### config.mk
export PLATFORM = sky130hd
export DESIGN_NAME = tone_analyzer
export DESIGN_NICKNAME = d
export VERILOG_FILES = /design/src/rtl/tone_analyzer.sv
export SDC_FILE = /design/constraint.sdc
export NUM_CORES = 1
export LEC_CHECK = 0
export CAP_MARGIN = 15
export CORE_UTILIZATION = 40
export DETAILED_ROUTE_END_ITERATION = 8
export GPL_TIMING_DRIVEN = 1
export HOLD_SLACK_MARGIN = 0.1
export PLACE_DENSITY = 0.74
export REMOVE_ABC_BUFFERS = 1
export SKIP_CTS_REPAIR_TIMING = 1
export SLEW_MARGIN = 20
export SYNTH_ARGS = -nofsm -noshare
export SYNTH_HDL_FRONTEND = slang
export SYNTH_SLANG_ARGS = --single-unit
### constraint.sdc
create_clock -name clk_i -period 2.1 [get_ports clk_i]
set_input_delay 0.42 -clock clk_i [delete_from_list [all_inputs] [get_ports clk_i]]
set_output_delay 0.42 -clock clk_i [all_outputs]
set_load 0.01 [all_outputs]
### src/rtl/tone_analyzer.sv
// tone_analyzer: hysteresis zero-crossing meter reporting period, peak level and phase step.
// Define TONE_ANALYZER_DIV_EN to build the sequential RES/period divider (else mult_o = 0).
module tone_analyzer #(
    parameter int unsigned DWIDTH   = 16,
    parameter int unsigned RES      = 256,
    parameter int unsigned HYST     = 256,
    parameter int unsigned PERIOD_W = 12
) (
    input  logic                     clk_i,
    input  logic                     rst_n_i,
    input  logic                     sample_tick_i,
    input  logic signed [DWIDTH-1:0] data_i,
    output logic [PERIOD_W-1:0]      period_o,
    output logic [7:0]               level_o,
    output logic [$clog2(RES):0]     mult_o,
    output logic                     valid_o,
    output logic                     no_signal_o
);

    localparam logic signed [DWIDTH-1:0] HYST_POS = DWIDTH'(HYST);
    localparam logic signed [DWIDTH-1:0] HYST_NEG = -HYST_POS;
    localparam logic [DWIDTH-1:0]        MAG_MAX  = {1'b0, {(DWIDTH-1){1'b1}}};
    localparam logic [PERIOD_W-1:0]      CNT_MAX  = '1;

`ifdef TONE_ANALYZER_DIV_EN
    typedef enum logic [1:0] {S_IDLE, S_MEASURE, S_DIV} state_t;
`else
    typedef enum logic [0:0] {S_IDLE, S_MEASURE} state_t;
`endif

    state_t              state, state_nxt;
    logic                pol;
    logic [PERIOD_W-1:0] cnt, cnt_inc_c;
    logic [DWIDTH-1:0]   peak, mag_c;
    logic                pos_c, neg_c, rise_c, timeout_c;
    logic                restart_c, count_c, latch_c, to_idle_c;

`ifdef TONE_ANALYZER_DIV_EN
    localparam int unsigned QW = $clog2(RES) + 1;
    localparam int unsigned SW = $clog2(QW);

    logic [PERIOD_W-1:0] lat_period, rem;
    logic [7:0]          lat_level;
    logic [QW-1:0]       dvd, quo, quo_nxt_c;
    logic [SW-1:0]       step;
    logic [PERIOD_W:0]   trial_c;
    logic                qbit_c, div_last_c;
`endif

    // Hysteresis comparator, crossing detect and saturated magnitude
    always_comb begin
        pos_c     = sample_tick_i && (data_i >= HYST_POS);
        neg_c     = sample_tick_i && (data_i <= HYST_NEG);
        rise_c    = pos_c && !pol;
        cnt_inc_c = cnt + PERIOD_W'(1);
        timeout_c = sample_tick_i && !rise_c && (cnt_inc_c == CNT_MAX);
        if (data_i[DWIDTH-1])
            mag_c = (data_i[DWIDTH-2:0] == '0) ? MAG_MAX : DWIDTH'(-data_i);
        else
            mag_c = data_i;
    end

`ifdef TONE_ANALYZER_DIV_EN
    // Restoring divider step: one quotient bit of RES/period per clock
    always_comb begin
        trial_c    = {rem, dvd[QW-1]};
        qbit_c     = (trial_c >= {1'b0, lat_period});
        quo_nxt_c  = {quo[QW-2:0], qbit_c};
        div_last_c = (state == S_DIV) && (step == SW'(QW-1));
    end
`endif

    always_ff @(posedge clk_i or negedge rst_n_i) begin
        if (!rst_n_i) state <= S_IDLE;
        else          state <= state_nxt;
    end

    always_comb begin
        state_nxt = state;
        case (state)
            S_IDLE:    if (rise_c) state_nxt = S_MEASURE;
            S_MEASURE: begin
`ifdef TONE_ANALYZER_DIV_EN
                if (latch_c)        state_nxt = S_DIV;
                else if (to_idle_c) state_nxt = S_IDLE;
`else
                if (to_idle_c)      state_nxt = S_IDLE;
`endif
            end
`ifdef TONE_ANALYZER_DIV_EN
            S_DIV:     if (div_last_c) state_nxt = S_MEASURE;
`endif
            default:   state_nxt = S_IDLE;
        endcase
    end

    // Datapath strobes; a crossing during DIV restarts the count but is not latched
    always_comb begin
        restart_c = rise_c;
        count_c   = 1'b0;
        latch_c   = 1'b0;
        to_idle_c = 1'b0;
        case (state)
            S_MEASURE: begin
                count_c   = sample_tick_i && !rise_c;
                latch_c   = rise_c;
                to_idle_c = timeout_c;
            end
`ifdef TONE_ANALYZER_DIV_EN
            S_DIV:     count_c = sample_tick_i && !rise_c;
`endif
            default:   ;
        endcase
    end

    always_ff @(posedge clk_i or negedge rst_n_i) begin
        if (!rst_n_i) begin
            pol  <= 1'b0;
            cnt  <= '0;
            peak <= '0;
        end else begin
            if (pos_c)      pol <= 1'b1;
            else if (neg_c) pol <= 1'b0;
            if (restart_c) begin
                cnt  <= PERIOD_W'(1);
                peak <= mag_c;
            end else if (count_c) begin
                cnt  <= cnt_inc_c;
                peak <= (mag_c > peak) ? mag_c : peak;
            end
        end
    end

`ifdef TONE_ANALYZER_DIV_EN
    always_ff @(posedge clk_i or negedge rst_n_i) begin
        if (!rst_n_i) begin
            lat_period <= '0;
            lat_level  <= '0;
            rem        <= '0;
            dvd        <= '0;
            quo        <= '0;
            step       <= '0;
        end else if (latch_c) begin
            lat_period <= cnt;
            lat_level  <= peak[DWIDTH-2 -: 8];
            rem        <= '0;
            dvd        <= QW'(RES);
            step       <= '0;
        end else if (state == S_DIV) begin
            rem  <= qbit_c ? PERIOD_W'(trial_c - {1'b0, lat_period}) : trial_c[PERIOD_W-1:0];
            dvd  <= {dvd[QW-2:0], 1'b0};
            quo  <= quo_nxt_c;
            step <= step + SW'(1);
        end
    end

    always_ff @(posedge clk_i or negedge rst_n_i) begin
        if (!rst_n_i) begin
            period_o    <= '0;
            level_o     <= '0;
            mult_o      <= '0;
            valid_o     <= 1'b0;
            no_signal_o <= 1'b1;
        end else begin
            valid_o <= div_last_c;
            if (div_last_c) begin
                period_o    <= lat_period;
                level_o     <= lat_level;
                mult_o      <= quo_nxt_c;
                no_signal_o <= 1'b0;
            end else if (to_idle_c) begin
                no_signal_o <= 1'b1;
            end
        end
    end
`else
    assign mult_o = '0;

    always_ff @(posedge clk_i or negedge rst_n_i) begin
        if (!rst_n_i) begin
            period_o    <= '0;
            level_o     <= '0;
            valid_o     <= 1'b0;
            no_signal_o <= 1'b1;
        end else begin
            valid_o <= latch_c;
            if (latch_c) begin
                period_o    <= cnt;
                level_o     <= peak[DWIDTH-2 -: 8];
                no_signal_o <= 1'b0;
            end else if (to_idle_c) begin
                no_signal_o <= 1'b1;
            end
        end
    end
`endif

endmodule

[Word-level counts from Yosys, hierarchy flattened]
Index checks and enable logic that the tools add are counted.
Word-level totals
  bits in registers: 52
  input port bits: 19
  logic and storage cells: 45
Cells by class
  add/subtract/negate cells: 2
  $lt $le $gt $ge: 3
  equality and inequality tests: 1
  multiplexer cells: 17
  bitwise logic cells: 1
  reductions and logical operators: 13
Operator list (number)
  $mux W16: 5
  $mux W12: 2
  $ge A16 B10 Y1 const B: 1
  $gt A16 B16 Y1: 1
  $le A16 B9 Y1 const B: 1
  $neg A16 Y16: 1
  $logic_not A15 Y1: 1
  $add A12 B1 Y12 const B: 1
  $eq A12 B12 Y1 const B: 1
  $mux W1: 9
  $reduce_bool A2 Y1: 4
  $logic_and A1 B1 Y1: 5
  $logic_not A1 Y1: 2
  $pmux W1 S2: 1
  $reduce_and A2 Y1: 1
  $not A1 Y1: 1

[Depth between registers and ports, before layout]
  depth in word-level cells: 9
  gate-level depth with buffers: 15
  mapped depth without buffers: 14

[Worst setup path after synthesis]
Ideal clock, no wire load.
  kind: input to register
  start point: input data_i[6]
  end point: register peak[10]
  arrival time: 3387 ps
  required time: 1975 ps
  path slack: -1412 ps
  stages: 11
  cell sequence: or4_4 or3_4 o41ai_4 mux2i_1 ha_1 nand4_1 nor3_1 a2111o_1 a21oi_4 buf_6 mux2_4
On the way
  elaborated cells on any way between the ends: 17
RTL lines
  start, declared: line 12  | input logic signed [DWIDTH-1:0] data_i,
  $neg A16 Y16 / $logic_not A15 Y1 (equally long branches): line 58  | mag_c = (data_i[DWIDTH-2:0] == '0) ? MAG_MAX : DWIDTH'(-data_i);
  $mux W16 (*): line 58
  $mux W16 (*): line 57  | if (data_i[DWIDTH-1])
  net mag_c[11]: line 34  | logic [DWIDTH-1:0] peak, mag_c;
  $gt A16 B16 Y1 (*): line 129  | peak <= (mag_c > peak) ? mag_c : peak;
  $reduce_bool A2 Y1 (no source line) (*)
  $reduce_and A2 Y1 (no source line) (*)
  end signal, assigned: line 126  | peak <= mag_c;
  end signal, assigned: line 129
  end, declared: line 34
Mark *: on every way through the listed nets, which the timed path passes. The rest lies on a longest branch. The select of a mux whose other input is x is not followed.
A chain may end at the register's enable or synchronous reset.

[Worst setup path after layout]
  start point: input data_i[4]
  end point: register peak[5]
Same word-level chain as after synthesis.

==> flow_metrics.py <==
metrics = {
    "routing": {
        "dr.first_iter.drc_count": 107,
        "post_drt_wl_per_cell_um": 13.9,
        "via_count": 2700,
        "vias_per_cell": 5.09,
        "wl_mm": 7.36,
        "first_pass_iters": 4,
        "drc": 0,
        "ant_nets": 0,
    },
    "logic_synthesis": {
        "synth_edf_count": 0,
        "yosysMostFrequentCell": "dfrtp_1",
        "async_reset_ff_share_pct": 100,
        "yosysWarnings": 0,
        "synth.distinct_cells": 50,
        "synth_top_flop_cell": "dfrtp_1",
        "syn_area_sq_um": 3170,
        "synth_top_area_cell": "dfrtp_1",
        "synth_top_area_share_pct": 40.2,
        "synth_common_cells": "dfrtp_1, nand2_1, inv_1",
        "yosysSeqAreaShare_pct": 41.0,
        "avgSynthCellArea_sq_um": 9.68,
        "ys_ff_latch": 52,
        "syn_inst": 328,
        "netlist_top_cells_area": "dfrtp_1, ha_1, nand2_1, mux2_4, o21ai_0",
    },
    "die": {
        "die_x_um": 91.1,
        "ios": 50,
        "rows": 32,
        "core_area_sq_um": 7690,
        "die_y_um": 91.1,
        "die_area_sq_um": 8300,
        "start_util_pct": 41.3,
    },
    "power": {
        "pwr_density_cell_nw_per_um2": 909,
        "p_leak_nw": 2.16,
        "ir_drop_uv": 326,
    },
    "timing": {
        "setup_violations": 16,
        "hold_viol_final": 0,
        "setup_ws_ns": -1.46,
        "clock-skew-final_ns": 0.00862,
        "maxSlewViolCount": 0,
        "fin_crit_sh_pct": 170,
        "whs_ns": 0.225,
        "worstMarginPinSlew_ns": 0.647,
        "period_needed_ns": 3.56,
        "max_freq_mhz": 281,
        "max_slew_margin_pct": 56.8,
        "rsz0062_at_grt": "yes",
    },
    "global_route": {
        "grt_pass1_wl_mm": 11.6,
        "grt_max_degree": 53,
        "grt_pass1_vias": 2612,
        "antenna_found_initial": 0,
        "grtUsageTotal_pct": 17.3,
        "grt-ovfl-total": 0,
    },
    "clock_network": {
        "clkSinkCount": 52,
        "cts_buffer_depth": 2,
        "clock-root-buffer": "clkbuf_8",
        "cts_max_level": 2,
        "clk_pin_slew_worst_paths_ns": 0.09,
        "numCtsBuffers": 5,
        "clock_latency_ns": 0.30,
        "cts_tree": "built",
    },
    "layout": {
        "diodes": 0,
        "area_delta_synth_final_pct": 37.4,
        "num-fill-cells": 699,
        "drive_gt1_share_pct": 27.8,
        "layout.cells.non_filler": 530,
        "fin_nets": 465,
    },
    "critical_path": {
        "worstSetupStartpoint": "data_i[4]",
        "crit_family": "simple AND/OR/NAND/NOR gates",
        "cp_max_fo": 6,
        "cp.arrival_ns": 3.75,
        "r2r-start": "peak[15]",
        "cpMaxStageDelayCell": "or4_4",
        "worst_path_most_repeated_cell": "buf_6",
        "critical_path_buf_inv_count": 3,
        "end_kind": "flip-flop",
        "crit_required_ns": 2.29,
        "start_kind": "primary input",
        "max_stage_delay_ns": 0.55,
        "critPathKind": "primary input to flip-flop",
        "path_cells": "buf_6 > or4_4 > or3_4 > buf_4 > o21ai_0 > mux2i_1 > ha_1 > nand4_1 > nor3_2 > a2111o_1 > a21oi_4 > buf_6 > mux2_4",
    },
    "run": {
        "maxCapViolations": 0,
    },
    "placed_design": {
        "dp_cells": 515,
        "hpwl_mm": 5.37,
        "io_buffers": 40,
        "globalplace.congestion": 0.920,
    },
    "hold_path": {
        "hold_path_class": "primary input to asynchronous set/reset pin",
    },
    "outcome": {
        "outcome": "finished, violations left",
        "violations": "negative setup slack",
    },
}
## sequential cells by signal, summed over array words and instances, names as in the netlist
signal / count
cnt: 12
level_o: 8
no_signal_o: 1
peak: 16
period_o: 12
pol: 1
state: 1
valid_o: 1
## power by group
part | switching, mW | internal [mW]
clock | 0.315 | 0.354
sequential | 0.221 | 1.30
combinational | 0.777 | 0.996
total | 1.31 | 2.65
## worst paths after layout
check | endpoint | slack [ns] | depth (start not counted)
max | peak[5] | -1.46 | 13
min | period_o[5] | 0.23 | 2
max reg2reg | peak[5] | -0.18 | 9
min reg2reg | period_o[3] | 0.48 | 2
max in group asynchronous | level_o[5] | 1.43 | 2
min in group clk_i | period_o[3] | 0.48 | 2
## area by class of cell
cell class	instances	area (sq um)	area share (%)
Multi-Input combinational cell	239	1750	40.1
Sequential cell	52	1300	29.9
Timing Repair Buffer	106	987	22.6
Tap cell	102	128	2.93
Inverter	23	86.3	1.98
Clock buffer	6	72.6	1.66
Clock inverter	2	35.0	0.803
## worst reg2reg max path: stages (launching register included)
cell and delay, ns:
dfrtp_1 0.37, inv_1 0.05, ha_1 0.32, nand4_1 0.22
nor3_2 0.32, buf_4 0.16, a21oi_2 0.06, a21oi_4 0.21
buf_6 0.17, mux2_4 0.31
## placed cells by master (no fill, tap or decap), types with 4 or more instances in the layout
master	netlist	layout
mux2_2	8	8
o31ai_1	7	7
buf_4	10	57
o21ai_0	22	21
mux2_4	9	15
buf_6	1	5
o21ai_1	11	11
nand3_1	12	12
inv_1	23	23
nand2_1	41	39
nand2b_1	4	4
clkdlybuf4s50_1	0	25
a31oi_1	4	4
dlymetal6s2s_1	0	11
clkbuf_8	0	5
nor2_1	12	12
ha_1	19	19
xor2_1	7	7
xnor2_1	4	4
dfrtp_1	51	51
conb_1	1	9
a21oi_1	14	12
nand4_1	7	7
## routing by layer
| metal | routed length [um] | global-route usage [%] |
|---|---|---|
| met4 | 77 | 4.23 |
| met2 | 3970 | 32.4 |
| met3 | 248 | 3.02 |
| met1 | 3070 | 20.4 |
| met5 | 0 | 0 |
## cell families (layout without fill, tap and decap cells)
logic type | count (synthesis) | count (layout) | synth area share [%]
other | 1 | 9 | 0.118
buffers and inverters | 45 | 137 | 6.78
xor gates and xnor gates | 11 | 11 | 3.04
and+or+nand+nor | 96 | 96 | 14.9
DFF | 52 | 52 | 41.0
AOI/OAI and AO/OA | 77 | 77 | 16.1
muxes | 27 | 27 | 10.5
adders and majority gates | 19 | 19 | 7.49
## through the flow
stage | utilization [%] | setup slack [ns] | TNS (ns) | total power [mW] | cell area, sq um
3_5_place_dp | 52.7 | -1.97 | -45.30 | 3.16 | 4050
4_1_cts | 54.1 | -1.65 | -29.82 | 3.84 | 4160
3_3_place_gp | 52.7 | -1.89 | -42.72 | 3.08 | 4050
2_1_floorplan | - | -1.50 | -25.28 | 2.39 | 3080
5_1_grt | 56.7 | -1.55 | -24.62 | 4.24 | 4360
6_report | 56.7 | -1.46 | -23.09 | 3.96 | 4360
Note: power is estimated with default switching activity, not from simulation.
